## src/rtl/screen_text_writer_if.sv

```systemverilog
// Command, display-port and screen-memory signals of the screen text writer.
// Handshake: a command transfers on a rising clock edge where cmd_valid && cmd_ready; the source holds cmd_* stable until then.
interface screen_text_writer_if #(
  parameter int SM_LEN       = 11,
  parameter int ALPHABET_LEN = 5
);
  logic                    cmd_valid;
  logic                    cmd_ready;
  logic [1:0]              cmd_op;
  logic [ALPHABET_LEN-1:0] cmd_char;
  logic                    avideo;
  logic [SM_LEN-1:0]       disp_addr;
  logic [SM_LEN-1:0]       mem_addr;
  logic                    mem_we;
  logic [ALPHABET_LEN-1:0] mem_wdata;
  logic [5:0]              cursor_col;
  logic [4:0]              cursor_row;
  logic                    busy;
  logic [1:0]              dbg_state;

  modport master (
    output cmd_valid, cmd_op, cmd_char, avideo, disp_addr,
    input  cmd_ready, mem_addr, mem_we, mem_wdata, cursor_col, cursor_row, busy, dbg_state
  );

  modport slave (
    input  cmd_valid, cmd_op, cmd_char, avideo, disp_addr,
    output cmd_ready, mem_addr, mem_we, mem_wdata, cursor_col, cursor_row, busy, dbg_state
  );
endinterface

```

## src/rtl/screen_text_writer.sv

```systemverilog
// Write-side controller for the character screen memory: cursor handling, put/clear
// commands, and sharing of the memory address port with the display driver.
module screen_text_writer #(
  parameter int                      COLS         = 40,
  parameter int                      ROWS         = 30,
  parameter int                      SM_LEN       = 11,
  parameter int                      ALPHABET_LEN = 5,
  parameter logic [ALPHABET_LEN-1:0] BLANK_CODE   = '0
) (
  input  logic                 clock,
  input  logic                 reset_n,
  screen_text_writer_if.slave  bus
);

  localparam logic [SM_LEN-1:0] LAST_ADDR = SM_LEN'(COLS * ROWS - 1);
  localparam logic [5:0]        LAST_COL  = 6'(COLS - 1);
  localparam logic [4:0]        LAST_ROW  = 5'(ROWS - 1);

  localparam logic [1:0] OP_PUT   = 2'b00;
  localparam logic [1:0] OP_NL    = 2'b01;
  localparam logic [1:0] OP_CLEAR = 2'b10;
  localparam logic [1:0] OP_HOME  = 2'b11;

  typedef enum logic [1:0] {
    S_IDLE  = 2'd0,
    S_PUT   = 2'd1,
    S_CLEAR = 2'd2
  } state_t;

  state_t                  state_q, state_d;
  logic [5:0]              col_q, col_d;
  logic [4:0]              row_q, row_d;
  logic [SM_LEN-1:0]       cnt_q, cnt_d;
  logic [ALPHABET_LEN-1:0] wdata_q, wdata_d;
  logic                    write_en;
  logic [SM_LEN-1:0]       put_addr;

  assign put_addr = SM_LEN'(row_q) * SM_LEN'(COLS) + SM_LEN'(col_q);

  always_comb begin
    state_d  = state_q;
    col_d    = col_q;
    row_d    = row_q;
    cnt_d    = cnt_q;
    wdata_d  = wdata_q;
    write_en = 1'b0;
    unique case (state_q)
      S_IDLE: begin
        if (bus.cmd_valid) begin
          case (bus.cmd_op)
            OP_PUT: begin
              wdata_d = bus.cmd_char;
              state_d = S_PUT;
            end
            OP_NL: begin
              col_d = '0;
              row_d = (row_q == LAST_ROW) ? '0 : row_q + 5'd1;
            end
            OP_CLEAR: begin
              wdata_d = BLANK_CODE;
              cnt_d   = '0;
              state_d = S_CLEAR;
            end
            OP_HOME: begin
              col_d = '0;
              row_d = '0;
            end
            default: state_d = S_IDLE;
          endcase
        end
      end
      // Writes only go out while the display is blanked; avideo is used unregistered
      // so a write is withheld in the very cycle active video begins.
      S_PUT: begin
        if (!bus.avideo) begin
          write_en = 1'b1;
          state_d  = S_IDLE;
          if (col_q == LAST_COL) begin
            col_d = '0;
            row_d = (row_q == LAST_ROW) ? '0 : row_q + 5'd1;
          end else begin
            col_d = col_q + 6'd1;
          end
        end
      end
      S_CLEAR: begin
        if (!bus.avideo) begin
          write_en = 1'b1;
          if (cnt_q == LAST_ADDR) begin
            cnt_d   = '0;
            col_d   = '0;
            row_d   = '0;
            state_d = S_IDLE;
          end else begin
            cnt_d = cnt_q + SM_LEN'(1);
          end
        end
      end
      default: state_d = S_IDLE;
    endcase
  end

  always_ff @(posedge clock or negedge reset_n) begin
    if (!reset_n) begin
      state_q <= S_IDLE;
      col_q   <= '0;
      row_q   <= '0;
      cnt_q   <= '0;
      wdata_q <= '0;
    end else begin
      state_q <= state_d;
      col_q   <= col_d;
      row_q   <= row_d;
      cnt_q   <= cnt_d;
      wdata_q <= wdata_d;
    end
  end

  assign bus.cmd_ready  = (state_q == S_IDLE);
  assign bus.busy       = (state_q != S_IDLE);
  assign bus.mem_we     = write_en;
  assign bus.mem_addr   = write_en ? ((state_q == S_CLEAR) ? cnt_q : put_addr) : bus.disp_addr;
  assign bus.mem_wdata  = wdata_q;
  assign bus.cursor_col = col_q;
  assign bus.cursor_row = row_q;
  assign bus.dbg_state  = state_q;

endmodule

```

## src/flat_wrapper.sv

```systemverilog
// flat-port wrapper written by rule: the top's interface ports become plain ports
module screen_text_writer_flat 
#(
  parameter int                      COLS         = 40,
  parameter int                      ROWS         = 30,
  parameter int                      SM_LEN       = 11,
  parameter int                      ALPHABET_LEN = 5,
  parameter logic [ALPHABET_LEN-1:0] BLANK_CODE   = '0
)
  (clock, reset_n, bus_cmd_valid, bus_cmd_op, bus_cmd_char, bus_avideo, bus_disp_addr, bus_cmd_ready, bus_mem_addr, bus_mem_we, bus_mem_wdata, bus_cursor_col, bus_cursor_row, bus_busy, bus_dbg_state);
  screen_text_writer_if #(.SM_LEN(SM_LEN), .ALPHABET_LEN(ALPHABET_LEN)) bus_i ();
  input  logic clock;
  input  logic reset_n;
  input wire logic [$bits(bus_i.cmd_valid)-1:0] bus_cmd_valid;
  input wire logic [$bits(bus_i.cmd_op)-1:0] bus_cmd_op;
  input wire logic [$bits(bus_i.cmd_char)-1:0] bus_cmd_char;
  input wire logic [$bits(bus_i.avideo)-1:0] bus_avideo;
  input wire logic [$bits(bus_i.disp_addr)-1:0] bus_disp_addr;
  output wire logic [$bits(bus_i.cmd_ready)-1:0] bus_cmd_ready;
  output wire logic [$bits(bus_i.mem_addr)-1:0] bus_mem_addr;
  output wire logic [$bits(bus_i.mem_we)-1:0] bus_mem_we;
  output wire logic [$bits(bus_i.mem_wdata)-1:0] bus_mem_wdata;
  output wire logic [$bits(bus_i.cursor_col)-1:0] bus_cursor_col;
  output wire logic [$bits(bus_i.cursor_row)-1:0] bus_cursor_row;
  output wire logic [$bits(bus_i.busy)-1:0] bus_busy;
  output wire logic [$bits(bus_i.dbg_state)-1:0] bus_dbg_state;
  assign bus_i.cmd_valid = bus_cmd_valid;
  assign bus_i.cmd_op = bus_cmd_op;
  assign bus_i.cmd_char = bus_cmd_char;
  assign bus_i.avideo = bus_avideo;
  assign bus_i.disp_addr = bus_disp_addr;
  assign bus_cmd_ready = bus_i.cmd_ready;
  assign bus_mem_addr = bus_i.mem_addr;
  assign bus_mem_we = bus_i.mem_we;
  assign bus_mem_wdata = bus_i.mem_wdata;
  assign bus_cursor_col = bus_i.cursor_col;
  assign bus_cursor_row = bus_i.cursor_row;
  assign bus_busy = bus_i.busy;
  assign bus_dbg_state = bus_i.dbg_state;
  screen_text_writer #(.COLS(COLS), .ROWS(ROWS), .SM_LEN(SM_LEN), .ALPHABET_LEN(ALPHABET_LEN), .BLANK_CODE(BLANK_CODE)) u_core (.clock(clock), .reset_n(reset_n), .bus(bus_i));
endmodule
```

## config.mk

```make
export PLATFORM = sky130hd
export DESIGN_NAME = screen_text_writer_flat
export DESIGN_NICKNAME = d
export VERILOG_FILES = /design/src/rtl/screen_text_writer_if.sv /design/src/rtl/screen_text_writer.sv /design/src/flat_wrapper.sv
export SDC_FILE = /design/constraint.sdc
export NUM_CORES = 1
export LEC_CHECK = 0
export ABC_AREA = 0
export CAP_MARGIN = 40
export CORE_MARGIN = 3
export CORE_UTILIZATION = 57
export DETAILED_ROUTE_END_ITERATION = 10
export DONT_BUFFER_PORTS = 1
export PLACE_DENSITY = 0.75
export SLEW_MARGIN = 30
export SYNTH_ARGS = -nofsm -noshare
export SYNTH_HDL_FRONTEND = slang
export SYNTH_SLANG_ARGS = --single-unit
```

## constraint.sdc

```tcl
create_clock -name clock -period 2.8 [get_ports clock]
set_input_delay 0.56 -clock clock [delete_from_list [all_inputs] [get_ports clock]]
set_output_delay 0.56 -clock clock [all_outputs]
set_load 0.05 [all_outputs]
```

==> results.py, run 1 <==
metrics = {
    "finish": {
        "syn_to_final_growth_pct": 26.7,
        "drive_above_1_share_pct": 26.7,
        "seq_area_um2": 737,
        "fillerInstances": 243,
        "diodes": 0,
        "instances_no_fill": 334,
        "multiInputGateArea_mm2": 0.00152,
        "nNetsFinal": 328,
    },
    "placement": {
        "port_buffers": 0,
        "dpl.cell_count": 324,
        "place_hpwl_um": 4280,
        "place.gp.congestion": 0.812,
    },
    "cts": {
        "cts_root_buf": "clkbuf_8",
        "cts.path.max_buffers": 2,
        "clkSlewWorstSetupHoldPaths_ns": 0.06,
        "cts_tree": "done",
        "cts.sinks": 29,
        "cts_buffers": 5,
        "htree_levels": 2,
        "clock_latency_ns": 0.29,
    },
    "synth": {
        "syn_area_mm2": 0.00217,
        "yosysTopAreaCellShare_pct": 33.4,
        "yosysWarnings": 0,
        "yosys_register_bits": 29,
        "synth_edf_count": 0,
        "async_flop_share_pct": 100,
        "seq_area_frac_synth_pct": 33.4,
        "ys.flop_type": "dfrtp_1",
        "syn_nets": 292,
        "synth_largest_area_cell": "dfrtp_1",
        "syn_inst": 251,
        "postSynthAreaPerCell_um2": 8.66,
        "synthTopCellsByArea": "dfrtp_1, ha_1, nand2_1",
        "ys_types": 47,
    },
    "global_route": {
        "grt-ovfl-total": 0,
        "top_usage_layer": "met2",
        "grt_max_degree": 30,
        "met3_usage_pct": 8.32,
        "grt_pass1_wl_um": 9180,
        "track_usage_pct": 27.3,
        "use_met1_pct": 35.4,
        "antenna_found_initial": 0,
        "grt_pass1_vias": 1922,
        "use_met2_pct": 43.0,
    },
    "floorplanning": {
        "coreArea_mm2": 0.00349,
        "rows": 21,
        "chipHeight_um": 67.8,
        "die_w_um": 67.8,
        "io_pins": 54,
        "start_util_pct": 62.2,
        "die_area_mm2": 0.00459,
    },
    "timing": {
        "rsz0062_at_grt": "yes",
        "hold_violations": 0,
        "timing.fmax_ghz": 0.316,
        "slew_viol_final": 0,
        "period_needed_ns": 3.17,
        "setup_viol": 5,
        "fin_crit_sh_pct": 113,
        "max-slew-margin-rel_pct": 57.7,
        "timing.final.ws_setup_ns": -0.369,
        "worstMarginPinSlew_ns": 0.626,
        "finalClockSkew_ns": 0.00405,
    },
    "power_and_ir_drop": {
        "swShare_pct": 53.7,
        "p_per_area_mw_per_mm2": 996,
        "p_leak_nw": 1.28,
        "p_sw_w": 0.00147,
        "clkPwrFrac_pct": 12.3,
        "cell_internal_pwr_w": 0.00127,
        "p_total_w": 0.00274,
        "seqPwrFrac_pct": 24.4,
        "share_comb_of_total_power_pct": 63.3,
        "ir_drop_uv": 965,
    },
    "worst_setup_path": {
        "path_class": "flop to primary output",
        "worst-endpoint-arrival_ns": 2.61,
        "path_max_fanout": 3,
        "required_ns": 2.24,
        "endpoint_kind": "primary output",
        "crit_path_start_kind": "flop",
    },
    "detailed_routing": {
        "vias": 2030,
        "drc_errors": 0,
        "dr.pass1.iters": 4,
        "drt-initial-drc-count": 113,
        "ant_nets": 0,
        "wl_um": 5850,
        "via_per_inst": 6.08,
        "wl_per_cell_um": 17.5,
    },
    "status": {
        "violations": "negative setup slack",
        "status": "finished, violations left",
    },
    "hold_path": {
        "min_path_type": "input pin to async pin",
    },
    "job": {
        "maxCapViolations": 0,
    },
}
## timing repair
item	CTS	global route
setup endpoints to repair	5	6
endpoints found under the hold margin	29	0
resized for setup	3	4
pin swaps	6	1
hold buffers	1	0
buffers inserted	1	0
## area by class of cell
class,count,area share [%]
sequential,29,26.8
clock buffer,8,2.91
timing repair buffer,35,11.8
tap,46,2.09
inverter,10,1.36
multi-input combinational,206,55.1
## path summary, 6_finish.rpt
kind,end,from,depth (start not counted),slack [ns]
setup / recovery,bus_mem_addr[9],u_core.bus.cursor_row[1],9,-0.37
hold / removal,u_core.bus.cursor_col[4],reset_n,1,0.09
setup reg to reg,u_core.bus.cursor_row[4],u_core.bus.dbg_state[0],7,0.42
hold reg to reg,u_core.cnt_q[10],u_core.cnt_q[10],1,0.51
max in group asynchronous,u_core.bus.dbg_state[0],reset_n,1,2.53
min in group clock,u_core.bus.mem_wdata[2],bus_cmd_char[2],2,0.42
## critical path, cell delays in order, from the launching register on
cell and delay, ns:
dfrtp_4 0.48, ha_4 0.23, ha_4 0.16, fa_2 0.37, xnor2_2 0.17, nor4b_2 0.25, xnor3_1 0.27, nor2_2 0.16
o21ai_4 0.07, buf_12 0.16
## sequential cells by signal, summed over array words and instances, names as in the netlist
register / count
u_core.cnt_q: 11
u_core.bus.mem_wdata: 5
u_core.bus.dbg_state: 2
u_core.bus.cursor_row: 5
u_core.bus.cursor_col: 6
## logic make-up after synthesis
kind of cell    Yosys count  synth area share, %
mux                       7                 3.22
simple gates             94                 22.3
buf+inv                  16                 2.94
fa+ha+maj                19                 11.6
xor+xnor                  6                 3.05
compound gates           80                 23.5
flops                    29                 33.4
## synthesized netlist by cell type (2+ instances only)
| master | number |
|---|---|
| or3_1 | 3 |
| a21o_1 | 4 |
| fa_1 | 2 |
| xnor2_1 | 5 |
| o21ai_0 | 25 |
| a22o_1 | 5 |
| and3_1 | 6 |
| a21oi_1 | 8 |
| o21a_1 | 3 |
| nor4b_1 | 2 |
| ha_1 | 17 |
| o21ai_1 | 14 |
| nand2_1 | 36 |
| nor2_1 | 11 |
| a41oi_1 | 2 |
| nor2b_1 | 5 |
| clkbuf_1 | 4 |
| mux2i_1 | 7 |
| nor3_1 | 3 |
| nand3_1 | 8 |
| a211o_1 | 2 |
| o31ai_1 | 4 |
| a31oi_1 | 3 |
| and2_1 | 2 |
| inv_1 | 10 |
| nor3_2 | 3 |
| nand2b_1 | 8 |
| a211oi_1 | 2 |
| dfrtp_1 | 29 |
## placed cells by master, fill, tap and decap left out, types with 4 or more instances in the layout
cell type	synthesis	routed
and3_1	6	6
xnor2_1	5	4
a21oi_1	8	5
mux2i_1	7	7
dfrtp_2	0	6
a22o_1	5	5
buf_12	0	5
ha_1	17	15
nand2b_1	8	8
dfrtp_1	29	22
a21o_1	4	4
nand3_1	8	8
nand2_1	36	36
nor2b_1	5	5
inv_1	10	10
o21ai_0	25	16
o21ai_1	14	14
clkbuf_8	0	5
o21ai_2	0	7
buf_4	1	30
o31ai_1	4	4
nor2_1	11	10
## metrics by stage
step	hold slack, ns	worst slack [ns]	setup TNS, ns	util, %	instance area (um^2)
6_report	0.0903	-0.369	-1.30	78.8	2750
4_1_cts	0.0943	-0.355	-1.21	78.1	2730
2_1_floorplan	0.264	-0.118	-0.187	-	2280
5_1_grt	0.0898	-0.460	-1.72	78.8	2750
3_5_place_dp	0.265	-0.111	-0.111	74.8	2610
3_3_place_gp	0.265	-0.0696	-0.0696	74.8	2610
## power groups by stage
stage                     Sequential, W  Combinational (W)  Clock (W)
after floorplan                0.000843            0.00103          0
after global placement         0.000675            0.00164          0
after detailed placement       0.000678            0.00168          0
after CTS                      0.000670            0.00171   0.000337
after global routing           0.000681            0.00187   0.000360
final                          0.000669            0.00174   0.000337
## layer usage
metal  part of all wire, %  up-vias
met5                     0        -
li1                      -      986
met2                    49       53
met1                    43      979
met3                   5.3       12
met4                   2.0        0
Note: power is estimated with default switching activity, not from simulation.
==> run 2: changes to the inputs <==
- PLACE_DENSITY: 0.75 -> 0.79
- SETUP_SLACK_MARGIN: not set -> 0.15
==> run 2 against run 1 <==
Against the previous run:
- the run still ends with negative setup slack left
- combinational power about the same
- largest power group unchanged
- power up 3.1%
- hold slack worse by 0.014 ns
- maximum frequency down 1.3%
- design area up 3.3%
- cell count down 0.30%
- worst setup slack worse by 0.041 ns
- critical endpoint unchanged
- flip-flop and latch count unchanged
- clock skew up 0.0085 ns
==> results.py, run 2 (synthesis gave the netlist of run 1 again) <==
metrics = {
    "placement": {
        "placed_area_mm2": 0.00260,
        "port_buffers": 0,
        "place_hpwl_um": 4300,
        "place.gp.congestion": 0.811,
        "dpl.cell_count": 321,
    },
    "finish": {
        "largest_register_ffs": 11,
        "final_common_cell": "nand2_1",
        "fillerInstances": 233,
        "final_cell_mix": "nand2_1, buf_4, dfrtp_1",
        "regMostFlops": "u_core.cnt_q",
        "utilization_pct": 81.4,
        "drive_above_1_share_pct": 29.6,
        "nNetsFinal": 327,
        "syn_to_final_growth_pct": 30.9,
        "instances_no_fill": 333,
        "fin_area_mm2": 0.00284,
        "diodes": 0,
    },
    "global_route": {
        "use_met2_pct": 50.2,
        "grt_pass1_vias": 2045,
        "top_usage_layer": "met2",
        "grt_max_degree": 30,
        "met3_usage_pct": 6.66,
        "grt-ovfl-total": 0,
        "use_met1_pct": 36.2,
        "antenna_found_initial": 0,
        "grt_pass1_wl_um": 9940,
        "track_usage_pct": 29.5,
    },
    "power_and_ir_drop": {
        "share_comb_of_total_power_pct": 62.6,
        "cell_internal_pwr_w": 0.00131,
        "p_leak_nw": 1.28,
        "clkPwrFrac_pct": 12.3,
        "p_per_area_mw_per_mm2": 994,
        "p_sw_w": 0.00152,
        "swShare_pct": 53.6,
        "ir_drop_uv": 807,
        "seqPwrFrac_pct": 25.1,
    },
    "worst_setup_path": {
        "cpMostUsedCell": "ha_4",
        "slowest_stage": "dfrtp_4",
        "cp_cell_sequence": "ha_4 > ha_4 > fa_2 > xnor2_4 > nor4b_2 > xnor3_1 > nor2_2 > o21ai_4 > buf_12",
        "path_max_fanout": 3,
        "required_ns": 2.24,
        "path_class": "flop to primary output",
        "worst-endpoint-arrival_ns": 2.65,
        "reg2reg_slack_ns": 0.42,
        "endpoint_kind": "primary output",
        "path_delay_family": "adder cells",
        "crit_path_start_kind": "flop",
        "cp.buffers_inverters": 1,
        "slowest_delay_ns": 0.50,
    },
    "detailed_routing": {
        "drc_errors": 0,
        "vias": 2048,
        "wl_per_cell_um": 18.6,
        "wl_um": 6190,
        "ant_nets": 0,
        "drt-initial-drc-count": 109,
        "via_per_inst": 6.15,
        "dr.pass1.iters": 8,
    },
    "timing": {
        "worstMarginPinSlew_ns": 0.601,
        "finalClockSkew_ns": 0.0125,
        "rsz0062_at_grt": "yes",
        "period_needed_ns": 3.21,
        "slew_viol_final": 0,
        "fin_hold_ws_ns": 0.0763,
        "timing.fmax_ghz": 0.312,
        "hold_violations": 0,
        "timing.final.ws_setup_ns": -0.409,
        "fin_crit_sh_pct": 115,
        "max-slew-margin-rel_pct": 59.4,
        "setup_viol": 5,
    },
    "floorplanning": {
        "die_w_um": 67.8,
        "chipHeight_um": 67.8,
        "io_pins": 54,
        "rows": 21,
        "die_area_mm2": 0.00459,
        "coreArea_mm2": 0.00349,
        "start_util_pct": 62.2,
    },
    "cts": {
        "clkSlewWorstSetupHoldPaths_ns": 0.07,
        "cts_root_buf": "clkbuf_8",
        "cts.path.max_buffers": 2,
        "cts_buffers": 5,
        "clock_latency_ns": 0.29,
        "htree_levels": 2,
        "cts_tree": "done",
        "cts.sinks": 29,
    },
    "job": {
        "maxCapViolations": 0,
    },
    "hold_path": {
        "min_path_type": "input pin to async pin",
    },
    "status": {
        "violations": "negative setup slack",
        "status": "finished, violations left",
    },
}
run 2: cell types whose count changed in the layout (fill, tap and decap cells not counted), sizes merged:
cell / change
buf: -1
clkbuf: -2
clkinv: +2
run 2: what timing repair did:
action                                  4_1_cts  5_1_grt
endpoints found under the setup margin        9       10
pin swaps                                    12        5
resized for setup                            16       10
buffers inserted                              2        1
hold endpoints to repair                     29        0
hold buffers                                  1        0
run 2: worst paths after layout:
check	end	cells past startpoint	start
max	bus_mem_addr[9]	9	u_core.bus.cursor_row[1]
min	u_core.bus.cursor_row[3]	1	reset_n
max reg2reg	u_core.bus.cursor_row[4]	6	u_core.bus.dbg_state[0]
min reg2reg	u_core.cnt_q[10]	1	u_core.cnt_q[10]
max in group asynchronous	u_core.bus.dbg_state[0]	1	reset_n
min in group clock	u_core.bus.mem_wdata[4]	2	bus_cmd_char[4]
run 2: final cells by class:
type                            instances  area (um^2)  area share (%)
Multi-Input combinational cell        206         1570            55.3
Sequential cell                        29          742            26.1
Timing Repair Buffer                   34          353            12.4
Clock buffer                            6         72.6            2.55
Tap cell                               46         57.6            2.02
Inverter                               10         37.5            1.32
Clock inverter                          2         10.0           0.352
run 2: layer usage:
layer,share of wire [%],vias up,routed length [um]
met5,0,-,0
met4,2.1,0,132
met3,5.7,9,352
met2,51,72,3190
met1,41,981,2520
li1,-,986,-
run 2: worst register-to-register path, stage by stage (launching register included):
cell and delay, ns:
dfrtp_4 0.58, ha_1 0.31, o21a_1 0.25, nor3_1 0.37
nand2_2 0.21, nor3_2 0.36, a22o_1 0.23
run 2: power groups by stage:
stage          registers (W)  logic (W)  clock network (W)
6_report            0.000709    0.00177           0.000347
5_1_grt             0.000719    0.00192           0.000365
4_1_cts             0.000702    0.00171           0.000342
3_5_place_dp        0.000708    0.00163                  0
3_3_place_gp        0.000702    0.00159                  0
2_1_floorplan       0.000843    0.00104                  0
run 2: metrics by stage:
stage | TNS (ns) | worst slack, ns | total power [W]
2_1_floorplan | -0.164 | -0.104 | 0.00188
3_5_place_dp | -0.0960 | -0.0917 | 0.00234
4_1_cts | -1.09 | -0.342 | 0.00275
6_report | -1.31 | -0.409 | 0.00283
5_1_grt | -1.63 | -0.486 | 0.00300
3_3_place_gp | -0.0604 | -0.0604 | 0.00229
